**src/rtl/stack_pkg.sv**
```systemverilog
// Shared types and defaults for the 8-bit stack-machine datapath.
// The opcode encoding is common to the operand stack and the control unit.
package stack_pkg;

    localparam int WIDTH_DEF = 8;
    localparam int DEPTH_DEF = 8;

    typedef logic [7:0] word_t;

    typedef enum logic [2:0] {
        PUSH = 3'd0,
        POP  = 3'd1,
        ADD  = 3'd2,
        SUB  = 3'd3,
        AND  = 3'd4,
        NOT  = 3'd5,
        JMP  = 3'd6,
        JZ   = 3'd7
    } opcode_e;

endpackage

```
**src/rtl/operand_stack.sv**
```systemverilog
// LIFO operand stack exposing top and next-of-stack combinationally,
// with sticky overflow/underflow flags for depth-limit violations.
module operand_stack
    import stack_pkg::*;
#(
    parameter int WIDTH = WIDTH_DEF,
    parameter int DEPTH = DEPTH_DEF,
    parameter int CNT_W = $clog2(DEPTH) + 1
) (
    input  logic             clk,
    input  logic             rst,
    input  logic             push,
    input  logic             pop,
    input  logic [WIDTH-1:0] din,
    input  logic             clr_err,
    output logic [WIDTH-1:0] tos,
    output logic [WIDTH-1:0] nos,
    output logic [CNT_W-1:0] count,
    output logic             empty,
    output logic             full,
    output logic             overflow,
    output logic             underflow
);

    localparam int               AW       = $clog2(DEPTH);
    localparam logic [CNT_W-1:0] FULL_CNT = CNT_W'(DEPTH);

    logic [WIDTH-1:0] r_mem [DEPTH];
    logic [CNT_W-1:0] r_count;
    logic             r_overflow;
    logic             r_underflow;

    logic             w_empty;
    logic             w_full;
    logic             w_do_push;
    logic             w_do_pop;
    logic             w_do_replace;
    logic             w_ovf_evt;
    logic             w_unf_evt;
    logic [AW-1:0]    w_top_idx;
    logic [AW-1:0]    w_nos_idx;
    logic [AW-1:0]    w_wr_idx;

    always_comb begin
        w_empty      = (r_count == '0);
        w_full       = (r_count == FULL_CNT);
        w_do_push    = push & ~pop & ~w_full;
        w_do_pop     = pop & ~push & ~w_empty;
        // Simultaneous push+pop replaces the top entry; only an empty stack faults.
        w_do_replace = push & pop & ~w_empty;
        w_ovf_evt    = push & ~pop & w_full;
        w_unf_evt    = pop & w_empty;
        w_top_idx    = r_count[AW-1:0] - AW'(1);
        w_nos_idx    = r_count[AW-1:0] - AW'(2);
        w_wr_idx     = w_do_replace ? w_top_idx : r_count[AW-1:0];
    end

    // NOTE: the storage array has no reset; count gating below hides stale
    // entries, so resetting it would only add cost.
    always_ff @(posedge clk) begin
        if (!rst && (w_do_push || w_do_replace)) begin
            r_mem[w_wr_idx] <= din;
        end
    end

    // NOTE: all sequential state uses non-blocking assignments so every
    // process sees the pre-edge values regardless of evaluation order.
    always_ff @(posedge clk) begin
        if (rst) begin
            r_count     <= '0;
            r_overflow  <= 1'b0;
            r_underflow <= 1'b0;
        end else begin
            if (w_do_push) begin
                r_count <= r_count + CNT_W'(1);
            end else if (w_do_pop) begin
                r_count <= r_count - CNT_W'(1);
            end
            // A new event wins over a same-cycle clear.
            r_overflow  <= w_ovf_evt | (r_overflow & ~clr_err);
            r_underflow <= w_unf_evt | (r_underflow & ~clr_err);
        end
    end

    always_comb begin
        tos       = w_empty ? '0 : r_mem[w_top_idx];
        nos       = (r_count > CNT_W'(1)) ? r_mem[w_nos_idx] : '0;
        count     = r_count;
        empty     = w_empty;
        full      = w_full;
        overflow  = r_overflow;
        underflow = r_underflow;
    end

endmodule

```
**config.mk**
```make
export PLATFORM = sky130hd
export DESIGN_NAME = operand_stack
export DESIGN_NICKNAME = d
export VERILOG_FILES = /design/src/rtl/stack_pkg.sv /design/src/rtl/operand_stack.sv
export SDC_FILE = /design/constraint.sdc
export NUM_CORES = 1
export LEC_CHECK = 0
export CAP_MARGIN = 20
export CORE_ASPECT_RATIO = 0.6
export CORE_MARGIN = 5
export CORE_UTILIZATION = 30
export DETAILED_ROUTE_END_ITERATION = 10
export HOLD_SLACK_MARGIN = 0.12
export PLACE_DENSITY = 0.5
export REMOVE_ABC_BUFFERS = 1
export SKIP_LAST_GASP = 1
export SYNTH_ARGS = -nofsm -noshare
export SYNTH_HDL_FRONTEND = slang
export SYNTH_SLANG_ARGS = --single-unit
```
**constraint.sdc**
```tcl
create_clock -name clk -period 3.4 [get_ports clk]
set_clock_uncertainty 0.15 [all_clocks]
set_input_delay 0.68 -clock clk [delete_from_list [all_inputs] [get_ports clk]]
set_output_delay 0.68 -clock clk [all_outputs]
set_load 0.02 [all_outputs]
```
==> key figures <==
Clock network
  • CTS tree: done
  • Clock latency of the later-clocked register in the worst-skew pair: about 0.34 ns
  • Deepest level of the CTS H-tree: 3
  • Maximum clock insertion buffer count: 2
  • Clock root buffer: clkbuf_16
  • Clock-pin slew on the worst setup and hold paths: roughly 0.06 ns
  • Total number of clock tree sinks: 70
  • Number of buffers inserted during clock tree synthesis: 9

Placed design
  • Global placer's final weighted congestion: 0.774
  • Buffers added on ports: 36
  • Hpwl dp: about 6000 um
  • Cell area after placement: about 0.0042 mm^2
  • Cells after DPL: approximately 430

Cells and area
  • Final antenna diode count: 0
  • Non-filler instance count after layout: 445
  • Area Overhead vs Synth: 27.6%
  • Sequential Area: slightly above 0.002 mm^2
  • Filler instances: 1072
  • Final nets: 300
  • Final instance area: around 0.0045 mm^2
  • Multi-input combinational cell area: 0.00138 mm^2
  • Ratio of cells with drive above 1 in the final layout: 0.267

Yosys
  • Post-synthesis cell type count: 37
  • Post-synthesis sequential area ratio: 0.582
  • Count of synthesis-stage warnings from yosys: 0
  • Cell type contributing the most total cell area after synthesis: edfxtp_1
  • Cell Area, Synth: approximately 0.0035 mm^2
  • Average size of a mapped cell: 15.5 um^2
  • Top cells by instance count after synthesis: edfxtp_1 (64), mux4_2 (32), nor2_1 (22), nand2_1 (20)
  • Post-synthesis share of cell area spent on full adders, half adders and majority gates: 0.0250
  • Share of synthesized registers carrying an async set or reset: 0
  • Main area contributors after synthesis: edfxtp_1 (55%), mux4_2 (21%), dfxtp_1 (3.4%), ha_1 (2.5%), nor2_1 (2.4%)
  • Basic-gate share of the synthesized area counting and, or, nand and nor cells: 0.0792
  • Number of enable-type register cells in the synthesized netlist: 64
  • Yosys top cell area share: 0.548
  • Synthesized instance count: roughly 230
  • Top_reg_cell synth: edfxtp_1
  • Most used standard cell by instance count after synthesis: edfxtp_1
  • Mux share of post-synthesis cell area: 0.235
  • Synthesis-stage register bit count: 70
  • Post-synthesis xor/xnor area fraction: 0.00500
  • Main combinational cell family by area after synthesis: multiplexers
  • Share of the synthesized area in compound gates (AO/OA/AOI/OAI): 0.0457

Timing
  • Worst hold margin: between 0.3 and 0.4 ns
  • Post-layout min period: 3.27 ns
  • Setup repair after global routing missed its margin: true
  • Final max-slew violation count: 0
  • TNS Setup: 0 ns
  • Count of endpoints failing hold in the final timing report: 0
  • Rel. slew slack: 0.735
  • Total of endpoints with negative setup slack in the final report: 0
  • Highest clock frequency the design can meet: 306 MHz
  • Transition time at the pin with the least slew margin: slightly below 0.4 ns
  • Share of the clock period used by the worst path after layout: 0.961

Worst setup path
  • Class of the most critical setup path: register to primary output
  • Maximum single-stage delay on the critical path: ~0.63 ns
  • Worst R2R Start: count[1]
  • Critical Path, Cell by Cell: inv_1 -> ha_1 -> buf_4 -> or3b_4 -> clkinv_4 -> clkdlybuf4s50_1
  • Crit. Startpoint: count[1]
  • Data required time at the worst endpoint: 2.57 ns
  • Critical-path maximum fanout: 15
  • Element type at the critical path end: primary output
  • Count of buffer and inverter cells on the critical path: 4
  • Cell with the largest stage delay on the worst path: clkdlybuf4s50_1
  • Data arrival time of the critical path: 2.44 ns
  • Element type at the critical path start: register
  • Cell class contributing the biggest share of worst-path delay: buffers and inverters

Floorplan
  • I/O Pins: 37
  • Total die area: between 0.01 and 0.015 mm^2
  • Row cnt: 30
  • Die boundary height: between 90 and 100 um
  • Chip Width: 150 um
  • Starting utilization of the core area: 0.308
  • Core area: 0.0114 mm^2

Global route
  • Overall fraction of global-route tracks in use: 0.129
  • Global-route congestion overflow total: 0
  • Pin count of the biggest net entering global routing: between 40 and 50
  • Wire length of the first global-routing pass: ~13000 um
  • Number of antenna violations at the first check in global routing: 0
  • Number of global-route vias before repair: between 2000 and 2500

Routing
  • Average wire per cell in the routed design: between 15 and 20 um
  • Routed Antenna Nets: 0
  • Number of vias per cell: approximately 4.8
  • Residual DRC: 0
  • DR vias: ~2200
  • Detailed router's first-iteration violation count: 98
  • Number of optimization iterations in the first detailed-route pass: 4
  • Post-detailed-routing wire length: between 8000 and 9000 um

Hold path
  • Min-delay src: overflow
  • Class of the tightest hold or removal check: register to register

Power and ir drop
  • Pwr dens: 570 mW/mm^2
  • IR drop worst, VDD: ~0.26 mV
  • Reported leakage power: approximately 1.6 nW

Run
  • Maximum Capacitance Violations: 0

Outcome
  • Run status: completed
[stage by stage]
step | power [mW] | util | setup WS [ns]
6_report | 2.55 | 0.393 | 0.133
5_1_grt | 2.68 | 0.393 | -0.000207
4_1_cts | 2.58 | 0.391 | -0.0236
3_5_place_dp | 1.75 | 0.367 | 0.297
3_3_place_gp | 1.75 | 0.367 | 0.339
2_1_floorplan | 1.43 | - | -0.923
[placed cells by master (no fill, tap or decap), types with 3 or more instances in the layout]
master / n
nand2b_1: 3
clkdlybuf4s50_1: 28
mux2i_1: 8
nor2_1: 22
dlymetal6s2s_1: 7
ha_1: 6
clkbuf_16: 9
inv_1: 4
nor3_1: 7
a21oi_1: 11
nand2_1: 20
edfxtp_1: 64
mux4_2: 32
buf_4: 20
dfxtp_1: 5
clkinv_1: 3
[final timing paths]
check	end	slack, ns	depth (start not counted)
worst max-delay path	empty	0.13	6
worst min-delay path	overflow	0.34	2
worst max register to register	r_mem[0][2]	0.78	8
worst min register to register	overflow	0.34	2
[tightest hold or removal path, delay by kind of cell (launching register included)]
family	cells	cell delay, ns
AOI/OAI and AO/OA	1	0.06
and+or+nand+nor	1	0.06
DFF	1	0.31
[metal layers]
metal,up-vias,GRT usage,wire (um)
li1,998,-,-
met1,1102,0.187,4280
met2,45,0.186,3620
met3,9,0.0400,408
met4,0,0.0388,101
met5,-,0,0
[cell families (layout without fill, tap and decap cells)]
kind of cell             Yosys count  after routing
flip-flops                        70             70
AND/OR/NAND/NOR                   61             61
multiplexers                      42             42
AO/OA/AOI/OAI                     24             24
buffers and inverters             20             79
adder cells (fa/ha/maj)            7              7
XOR/XNOR                           2              2
[registers in the layout, summed over array words and instances (netlist names)]
register / flops
underflow: 1
overflow: 1
r_mem: 64
count: 4
[where the power goes]
part	internal [mW]	switching, mW
Sequential	0.965	0.0133
Clock	0.486	0.344
Combinational	0.344	0.396
Total	1.80	0.753
[area by class of cell]
cell class	count	area share
flip-flops and latches	70	0.457
multi-input cells	136	0.309
repair buffers	58	0.125
clock buffers	9	0.0504
well taps	160	0.0448
clock inverters	7	0.00895
inverters	5	0.00532
[repair_timing]
item,4_1_cts,5_1_grt
setup buffers,0,0
gates resized for setup,2,10
pin swaps,0,0
endpoints found under the setup margin,5,15
hold buffers,0,0
Power figures use the tool's default switching activity.
